$ cat src/rtl/operand_fetch_stage_pkg.sv
// Shared widths, the operand bundle type and the bypass resolution helper
// for the decode-to-execute operand fetch stage.
package operand_fetch_stage_pkg;

  localparam int REG_ADDR_W    = 5;
  localparam int XLEN          = 32;
  localparam int NUM_REGS      = 32;
  localparam int BUNDLE_CTRL_W = 8;

  localparam logic [REG_ADDR_W-1:0] ZERO_REG = '0;

  typedef struct packed {
    logic [BUNDLE_CTRL_W-1:0] ctrl;
    logic [XLEN-1:0]          op1;
    logic [XLEN-1:0]          op2;
    logic [XLEN-1:0]          imm;
    logic [REG_ADDR_W-1:0]    rd;
    logic                     rd_we;
  } operand_bundle_t;

  // x0 reads as zero; a same-cycle writeback beats the stale register file value.
  function automatic logic [XLEN-1:0] resolve_operand(
    input logic [REG_ADDR_W-1:0] src,
    input logic                  wb_en,
    input logic [REG_ADDR_W-1:0] wb_addr,
    input logic [XLEN-1:0]       wb_data,
    input logic [XLEN-1:0]       rf_data
  );
    if (src == ZERO_REG)
      return '0;
    else if (wb_en && (wb_addr == src))
      return wb_data;
    else
      return rf_data;
  endfunction

endpackage

$ cat src/rtl/operand_fetch_stage_hazard_scoreboard.sv
// Pending-write scoreboard: one bit per architectural register, set on issue,
// cleared by writeback or by killing the issued instruction; combinational busy lookups.
module hazard_scoreboard
  import operand_fetch_stage_pkg::*;
(
  input  logic                  clk,
  input  logic                  rst,
  input  logic                  wb_en,
  input  logic [REG_ADDR_W-1:0] wb_addr,
  input  logic                  set_en,
  input  logic [REG_ADDR_W-1:0] set_addr,
  input  logic                  kill_en,
  input  logic [REG_ADDR_W-1:0] kill_addr,
  input  logic [REG_ADDR_W-1:0] rs1,
  input  logic [REG_ADDR_W-1:0] rs2,
  output logic                  busy1,
  output logic                  busy2
);

  logic [NUM_REGS-1:0] pending_q;
  logic [NUM_REGS-1:0] pending_d;

  // Later statements win: issue overrides writeback, kill overrides issue.
  always_comb begin
    pending_d = pending_q;
    if (wb_en)
      pending_d[wb_addr] = 1'b0;
    if (set_en && (set_addr != ZERO_REG))
      pending_d[set_addr] = 1'b1;
    if (kill_en && (kill_addr != ZERO_REG))
      pending_d[kill_addr] = 1'b0;
    pending_d[ZERO_REG] = 1'b0;
  end

  always_ff @(posedge clk or negedge rst) begin
    if (!rst)
      pending_q <= '0;
    else
      pending_q <= pending_d;
  end

  assign busy1 = (rs1 != ZERO_REG) && pending_q[rs1];
  assign busy2 = (rs2 != ZERO_REG) && pending_q[rs2];

endmodule

$ cat src/rtl/operand_fetch_stage.sv
// Operand fetch: reads the register file, applies writeback bypass, stalls on RAW hazards.
// One cycle from accept to out_valid; accepts only when the output slot is free or draining.
module operand_fetch_stage
  import operand_fetch_stage_pkg::*;
#(
  parameter int CTRL_W = BUNDLE_CTRL_W,
  parameter int CNT_W  = 16
) (
  input  logic                  clk,
  input  logic                  rst,
  input  logic                  in_valid,
  output logic                  in_ready,
  input  logic [CTRL_W-1:0]     in_ctrl,
  input  logic [REG_ADDR_W-1:0] in_rs1,
  input  logic [REG_ADDR_W-1:0] in_rs2,
  input  logic [REG_ADDR_W-1:0] in_rd,
  input  logic                  in_rd_we,
  input  logic [XLEN-1:0]       in_imm,
  output logic [REG_ADDR_W-1:0] readAddr1,
  output logic [REG_ADDR_W-1:0] readAddr2,
  input  logic [XLEN-1:0]       rf_data1,
  input  logic [XLEN-1:0]       rf_data2,
  input  logic                  wb_en,
  input  logic [REG_ADDR_W-1:0] wb_addr,
  input  logic [XLEN-1:0]       wb_data,
  input  logic                  flush,
  output logic                  out_valid,
  input  logic                  out_ready,
  output logic [CTRL_W-1:0]     out_ctrl,
  output logic [XLEN-1:0]       out_op1,
  output logic [XLEN-1:0]       out_op2,
  output logic [XLEN-1:0]       out_imm,
  output logic [REG_ADDR_W-1:0] out_rd,
  output logic                  out_rd_we,
  output logic [CNT_W-1:0]      stall_cnt
);

  operand_bundle_t bundle_q;
  operand_bundle_t bundle_d;
  logic            valid_q;
  logic [CNT_W-1:0] stall_cnt_q;
  logic            busy1;
  logic            busy2;
  logic            hazard1;
  logic            hazard2;
  logic            hazard;
  logic            fire;
  logic            kill_en;

  assign readAddr1 = in_rs1;
  assign readAddr2 = in_rs2;

  hazard_scoreboard u_scoreboard (
    .clk       (clk),
    .rst       (rst),
    .wb_en     (wb_en),
    .wb_addr   (wb_addr),
    .set_en    (fire && in_rd_we),
    .set_addr  (in_rd),
    .kill_en   (kill_en),
    .kill_addr (bundle_q.rd),
    .rs1       (in_rs1),
    .rs2       (in_rs2),
    .busy1     (busy1),
    .busy2     (busy2)
  );

  // A pending source being written back this cycle is covered by the bypass.
  assign hazard1 = busy1 && !(wb_en && (wb_addr == in_rs1));
  assign hazard2 = busy2 && !(wb_en && (wb_addr == in_rs2));
  assign hazard  = in_valid && (hazard1 || hazard2);

  assign in_ready = (!valid_q || out_ready) && !hazard && !flush;
  assign fire     = in_valid && in_ready;
  assign kill_en  = flush && valid_q && bundle_q.rd_we;

  always_comb begin
    bundle_d       = bundle_q;
    bundle_d.ctrl  = BUNDLE_CTRL_W'(in_ctrl);
    bundle_d.op1   = resolve_operand(in_rs1, wb_en, wb_addr, wb_data, rf_data1);
    bundle_d.op2   = resolve_operand(in_rs2, wb_en, wb_addr, wb_data, rf_data2);
    bundle_d.imm   = in_imm;
    bundle_d.rd    = in_rd;
    bundle_d.rd_we = in_rd_we;
  end

  always_ff @(posedge clk or negedge rst) begin
    if (!rst) begin
      valid_q  <= 1'b0;
      bundle_q <= '0;
    end else if (flush) begin
      valid_q  <= 1'b0;
    end else if (fire) begin
      valid_q  <= 1'b1;
      bundle_q <= bundle_d;
    end else if (out_ready) begin
      valid_q  <= 1'b0;
    end
  end

  always_ff @(posedge clk or negedge rst) begin
    if (!rst)
      stall_cnt_q <= '0;
    else if (hazard && (stall_cnt_q != '1))
      stall_cnt_q <= stall_cnt_q + CNT_W'(1);
  end

  assign out_valid = valid_q;
  assign out_ctrl  = CTRL_W'(bundle_q.ctrl);
  assign out_op1   = bundle_q.op1;
  assign out_op2   = bundle_q.op2;
  assign out_imm   = bundle_q.imm;
  assign out_rd    = bundle_q.rd;
  assign out_rd_we = bundle_q.rd_we;
  assign stall_cnt = stall_cnt_q;

endmodule

$ cat config.mk
export PLATFORM = sky130hd
export DESIGN_NAME = operand_fetch_stage
export DESIGN_NICKNAME = d
export VERILOG_FILES = /design/src/rtl/operand_fetch_stage_pkg.sv /design/src/rtl/operand_fetch_stage_hazard_scoreboard.sv /design/src/rtl/operand_fetch_stage.sv
export SDC_FILE = /design/constraint.sdc
export NUM_CORES = 1
export LEC_CHECK = 0
export BUFFER_PORTS_ARGS = -buffer_cell sky130_fd_sc_hd__clkbuf_2
export CORE_UTILIZATION = 50
export DETAILED_ROUTE_END_ITERATION = 12
export PLACE_DENSITY = 0.81
export SLEW_MARGIN = 5
export SYNTH_ARGS = -nofsm -noshare
export SYNTH_HDL_FRONTEND = slang
export SYNTH_SLANG_ARGS = --single-unit
$ cat constraint.sdc
create_clock -name clk -period 3.6 [get_ports clk]
set_input_delay 0.36 -clock clk [delete_from_list [all_inputs] [get_ports clk]]
set_output_delay 0.36 -clock clk [all_outputs]
set_load 0.05 [all_outputs]
==> results.tsv, run 1 <==
stage	metric	value	unit
clocking	cts.path.max_buffers	2	
job	drv_cap	0	
layout	nets	1191	
detailed_routing	vias	7116	
timing	tns	0	ns
yosys	synthArstFlopShare	100.0	%
timing	worst_slack	0.5211	ns
clocking	htree_levels	4	
layout	design_area	10300	um2
yosys	syn_area	8066	um2
placement	dp_hpwl	16560	um
yosys	synth_top_cell_by_area	dfrtp_1	
yosys	synth_cells	757	
yosys	synth-seq-cells	158	
power	power.leakage	4.962	nW
grt	grt_pass1_vias	6719	
detailed_routing	firstDrtPassIters	7	
die	dieWidth	129.0	um
die	dieArea	16640	um2
clocking	numCtsBuffers	17	
yosys	yosysTopAreaCellShare	49.02	%
worst_setup_path	worstSetupPathType	reg2out	
grt	track_usage	27.56	%
timing	finalCritPeriodShare	85.53	%
placement	dpl_cell_area	9681	um2
timing	max-slew-margin-rel	49.51	%
grt	overflow	0	
detailed_routing	drt-wirelength-per-cell	18.11	um
clocking	postCtsHoldBufs	0	
detailed_routing	drtIter0Drc	513	
timing	finalHoldViolations	22	
detailed_routing	vias_per_cell	5.666	
worst_setup_path	start_kind	flip-flop	
timing	fmax	324.8	MHz
grt	antenna_found_initial	0	
yosys	ys_warn_count	0	
clocking	cts_resized	0	
timing	rsz0062_at_grt	no	
layout	multi_input_area	3816	um2
grt	grt_max_degree	124	
timing	setup_viol	0	
placement	gp_congestion	0.9198	
yosys	synth-seq-area-share	49.02	%
worst_setup_path	arrival	2.72	ns
clocking	clkSinkCount	158	
yosys	synth_edf_count	0	
clocking	postCtsSetupBuffers	0	
die	num_io_pins	301	
clocking	insertion_delay	0.42	ns
grt	grt_pass1_wl	35180	um
hold_path	hold_class	in2async	
placement	pre_cts_ws	0.4733	ns
clocking	path_clk_slew	0.07	ns
detailed_routing	drcViolationCount	0	
die	num_rows	46	
die	core	15830	um2
worst_setup_path	worstSetupEndpointType	output port	
worst_setup_path	r2r_cells	6	
power	vdd_drop_max	600.8	uV
clocking	cts_tree	built	
detailed_routing	ant_nets	0	
placement	port_buffers	300	
yosys	syn_nets	921	
yosys	synth_ff_type	dfrtp_1	
power	power_density	673.4	nW/um2
layout	nFillCells	1270	
detailed_routing	wl	22750	um
timing	hold_ws	-0.02545	ns
timing	worst_pin_slew	0.7574	ns
timing	drv_slew	0	
die	initial_core_util	50.96	%
die	die_y	129.0	um
yosys	synth_cell_types	50	
outcome	outcome	finished with violations	
worst_setup_path	cp.required	3.24	ns
layout	area_growth	27.66	%
yosys	synth.avg_cell_area	10.66	um2
timing	post-route-min-period	3.079	ns
layout	layout-drive-gt1-share	39.90	%
worst_setup_path	cp_max_fo	3	
outcome	violations	hold timing	
layout	diodes	0	
yosys	synth_area_leaders	dfrtp_1, mux2_2, mux2i_1	
layout	seq_area	3954	um2
timing	skew	0.009889	ns
clocking	cts_root_buffer	clkbuf_16	
layout make-up:
class / instances / share of cell area [%]
sequential: 158 / 38.40
multi-input combinational: 531 / 37.06
tap: 216 / 2.625
clock inverter: 11 / 1.519
timing repair buffer: 313 / 15.71
clock buffer: 21 / 4.471
inverter: 6 / 0.2187
power breakdown:
| group | total (W) | leakage [nW] | internal (W) | switching (W) |
|---|---|---|---|---|
| clock network | 0.00187 | 0.296 | 0.00114 | 0.000736 |
| registers | 0.00243 | 2.00 | 0.00216 | 0.000271 |
| logic | 0.00263 | 2.66 | 0.000631 | 0.00200 |
| total | 0.00693 | 4.96 | 0.00393 | 0.00300 |
cell usage after synthesis, drive strengths merged (2+ instances only):
cell,count
and4,2
nand2b,15
o21a,8
or3,3
nor4,7
or3b,5
a22oi,35
a21oi,24
mux2i,49
o2bb2ai,3
nand2,82
mux2,49
o22ai,4
buf,30
o21ai,82
a31oi,2
nand3b,8
mux4,8
nor2,12
nand4,2
dfrtp,158
nor2b,13
xnor2,3
and3b,3
nand3,16
nor3b,4
a221oi,10
and3,3
xor2,21
o31ai,33
inv,6
or4b,2
clkbuf,32
nor3,9
and2,3
placed cells by master (no fill, tap or decap), drive strengths merged, types with 8 or more instances in the layout:
master / count
nand3: 16
nand2b: 15
nor2b: 13
a221oi: 10
nor3: 9
mux2: 49
a22oi: 35
clkbuf: 320
o21ai: 82
o31ai: 33
buf: 14
mux4: 8
mux2i: 49
nand2: 82
dfrtp: 158
a21oi: 24
nor2: 12
o21a: 8
nand3b: 8
xor2: 21
inv: 9
metal layers:
metal,GRT usage (%),part of all wire [%],up-vias
li1,-,-,3306
met1,37.44,42,3396
met5,0,0,-
met4,9.965,2.4,0
met3,6.482,8.7,42
met2,43.34,47,372
worst paths after layout:
path                                             from                          to  slack, ns
setup reg to reg           u_scoreboard.pending_q[13]  u_scoreboard.pending_q[18]       0.67
hold / removal                                    rst                  out_imm[6]      -0.03
hold reg to reg                           out_op1[16]                 out_op1[16]       0.47
setup / recovery           u_scoreboard.pending_q[13]                    in_ready       0.52
min in group clk                                flush                   out_valid       0.16
max in group asynchronous                         rst                   out_rd[2]       2.61
sequential cells by signal, summed over array words and instances (netlist names):
| register | count |
|---|---|
| out_rd_we | 1 |
| out_op2 | 32 |
| out_op1 | 32 |
| out_imm | 32 |
| out_valid | 1 |
| out_rd | 5 |
| u_scoreboard.pending_q | 31 |
| out_ctrl | 8 |
| stall_cnt | 16 |
critical path: stages (launching register included):
cell and delay, ns:
dfrtp_1 0.44, mux4_2 0.49, mux2_2 0.28, a221oi_2 0.35, o21a_1 0.31, o21a_1 0.14
clkbuf_2 0.28
cells by family after synthesis:
logic type | synth area share (%)
AOI/OAI and AO/OA | 16.75
buffers and inverters | 4.002
adders and majority gates | 0.1551
xor gates and xnor gates | 2.606
DFF | 49.02
muxes | 15.15
and+or+nand+nor | 12.32
metrics by stage:
step | total power (W) | instances | utilization (%)
6_report | 0.006934 | 1256 | 65.06
5_1_grt | 0.007215 | 1256 | 65.06
4_1_cts | 0.006965 | 1256 | 65.06
3_5_place_dp | 0.005090 | 1224 | 61.16
3_3_place_gp | 0.005039 | 1224 | 61.16
2_1_floorplan | 0.004350 | 757 | -
No activity file was read; power rests on OpenSTA's default activity.
==> inputs of run 2 (changes only) <==
--- a/config.mk
+++ b/config.mk
@@ -5,7 +5,7 @@
 export SDC_FILE = /design/constraint.sdc
 export NUM_CORES = 1
 export LEC_CHECK = 0
-export BUFFER_PORTS_ARGS = -buffer_cell sky130_fd_sc_hd__clkbuf_2
+export BUFFER_PORTS_ARGS = -buffer_cell sky130_fd_sc_hd__buf_4
 export CORE_UTILIZATION = 50
 export DETAILED_ROUTE_END_ITERATION = 12
 export PLACE_DENSITY = 0.81
==> results.tsv, run 2 (synthesis results as in run 1) <==
stage	metric	value	unit	change
worst_setup_path	cp_max_fo	16		+13
detailed_routing	top_layer_used	met4		
grt	overflow	0		unchanged
detailed_routing	met3WireLength	2119	um	+7.6%
grt	grt_pass1_wl	36690	um	+4.3%
power	vdd_drop_max	488.1	uV	-19%
timing	drv_slew	0		unchanged
placement	dp_hpwl	17300	um	+4.5%
timing	post-route-min-period	3.113	ns	+0.03393 ns
worst_setup_path	worstReg2RegStart	u_scoreboard.pending_q[11]		
clocking	cts_tree	built		
layout	layout_commonest_cell	buf_4		
worst_setup_path	r2r_cells	6		unchanged
detailed_routing	met2_length	11480	um	+8.1%
timing	finalHoldViolations	0		-100%
clocking	cts.path.max_buffers	2		unchanged
timing	fmax	321.2	MHz	-1.1%
detailed_routing	wl	24070	um	+5.8%
worst_setup_path	cpPeakStageDelay	0.46	ns	-0.03 ns
outcome	outcome	complete, no violations		
clocking	cts_root_buffer	clkbuf_16		
die	initial_core_util	50.96	%	unchanged
clocking	htree_levels	4		unchanged
die	dieWidth	129.0	um	unchanged
clocking	clkSinkCount	158		unchanged
worst_setup_path	start_kind	flip-flop		
clocking	cts_resized	0		unchanged
detailed_routing	drcViolationCount	0		unchanged
grt	track_usage	29.01	%	+1.5 points
detailed_routing	wl_met1	9943	um	+3.3%
grt	grt_max_degree	132		+6.5%
placement	port_buffers	300		unchanged
die	dieArea	16640	um2	unchanged
timing	skew	0.01119	ns	+0.001300 ns
clocking	numCtsBuffers	17		unchanged
power	power_density	653.2	nW/um2	-3.0%
timing	max-slew-margin-rel	34.84	%	-15 points
layout	layout_common_cells	buf_4, dfrtp_1, o21ai_0, nand2_1		
layout	multi_input_area	3816	um2	unchanged
die	num_io_pins	301		unchanged
clocking	path_clk_slew	0.07	ns	about the same
layout	nets	1191		unchanged
detailed_routing	ant_nets	0		unchanged
timing	finalCritPeriodShare	86.47	%	+0.94 points
detailed_routing	firstDrtPassIters	8		+1
detailed_routing	vias_per_cell	5.703		+0.66%
detailed_routing	drt-wirelength-per-cell	19.16	um	+5.8%
power	total_power	0.007202	W	+3.9%
worst_setup_path	critPathTopFamily	multiplexers		
clocking	postCtsHoldBufs	0		unchanged
worst_setup_path	crit_chain	mux4_2 -> mux2_2 -> a221oi_2 -> o21a_1 -> buf_4 -> o21a_1 -> buf_4		
worst_setup_path	worstSetupEndpointType	output port		
worst_setup_path	crit_path_top_delay_cell	mux4_2		
layout	layout-drive-gt1-share	40.00	%	+0.096 points
clocking	insertion_delay	0.43	ns	about the same
grt	grt_pass1_vias	6864		+2.2%
detailed_routing	vias	7163		+0.66%
die	die_y	129.0	um	unchanged
worst_setup_path	arrival	2.75	ns	+0.03 ns
grt	antenna_found_initial	0		unchanged
power	power.leakage	5.158	nW	+3.9%
worst_setup_path	r2r_slack	0.76	ns	+0.09 ns
layout	area_growth	36.68	%	
timing	rsz0062_at_grt	no		
layout	seq_area	3954	um2	unchanged
clocking	postCtsSetupBuffers	0		unchanged
timing	tns	0	ns	unchanged
placement	gp_congestion	0.8893		-3.3%
worst_setup_path	path_buf_inv	2		+1
worst_setup_path	cp.required	3.24	ns	about the same
job	drv_cap	0		unchanged
worst_setup_path	r2r_end	u_scoreboard.pending_q[18]		
die	core	15830	um2	unchanged
layout	diodes	0		unchanged
layout	nFillCells	1213		-4.5%
worst_setup_path	worstSetupPathType	reg2out		
hold_path	hold_class	in2async		
detailed_routing	drtIter0Drc	482		-6.0%
timing	worst_pin_slew	0.9773	ns	+0.2199 ns
timing	setup_viol	0		unchanged
die	num_rows	46		unchanged
[run 2: changes by cell type in the layout (fill, tap and decap cells not counted)]
cell | previous run | this run
inv_6 | 2 | 5
clkbuf_1 | 2 | 1
clkinv_4 | 2 | 3
clkbuf_8 | 2 | 1
bufinv_16 | 3 | 2
clkbuf_2 | 299 | 0
buf_4 | 12 | 311
clkinvlp_4 | 2 | 1
[run 2: worst max-delay path by stage]
stage | from | cells after the start | endpoint
6_report | u_scoreboard.pending_q[11] | 7 | in_ready
5_1_grt | u_scoreboard.pending_q[11] | 7 | in_ready
4_1_cts | u_scoreboard.pending_q[11] | 7 | in_ready
3_5_place_dp | in_rs1[0] | 8 | u_scoreboard.pending_q[18]
3_3_place_gp | in_rs1[0] | 8 | u_scoreboard.pending_q[14]
2_1_floorplan | in_rs2[0] | 8 | in_ready
[run 2: layout make-up]
| class | instances | area share, % |
|---|---|---|
| timing repair buffer | 313 | 21.46 |
| clock inverter | 13 | 1.396 |
| multi-input combinational | 531 | 34.61 |
| clock buffer | 19 | 4.017 |
| tap | 216 | 2.451 |
| sequential | 158 | 35.86 |
| inverter | 6 | 0.2043 |
[run 2: per-layer routing]
layer	vias to the layer above	global-route usage, %
met1	3468	37.79
met3	41	8.877
met5	-	0
met2	346	46.36
met4	0	9.689
li1	3308	-
[run 2: metrics by stage]
step	hold slack, ns	std cells	utilization (%)	worst slack (ns)	cell area, um2
2_1_floorplan	0.06441	757	-	0.8525	8066
3_3_place_gp	0.4613	1224	65.89	0.6886	10430
3_5_place_dp	0.4669	1224	65.89	0.6337	10430
4_1_cts	0.1027	1256	69.66	0.4989	11030
5_1_grt	0.1341	1256	69.66	0.3853	11030
6_report	0.02550	1256	69.66	0.4871	11030
[run 2: power breakdown]
part | leakage (nW) | switching (W) | internal, W
Combinational | 2.86 | 0.00202 | 0.000926
Clock | 0.291 | 0.000775 | 0.00106
Sequential | 2.00 | 0.000264 | 0.00216
[run 2: worst register-to-register path, delay by kind of cell, from the launching register on]
family / cells / cell delay [ns]
AO/OA/AOI/OAI: 3 / 0.87
AND/OR/NAND/NOR: 1 / 0.73
flip-flops: 1 / 0.41
multiplexers: 2 / 0.75
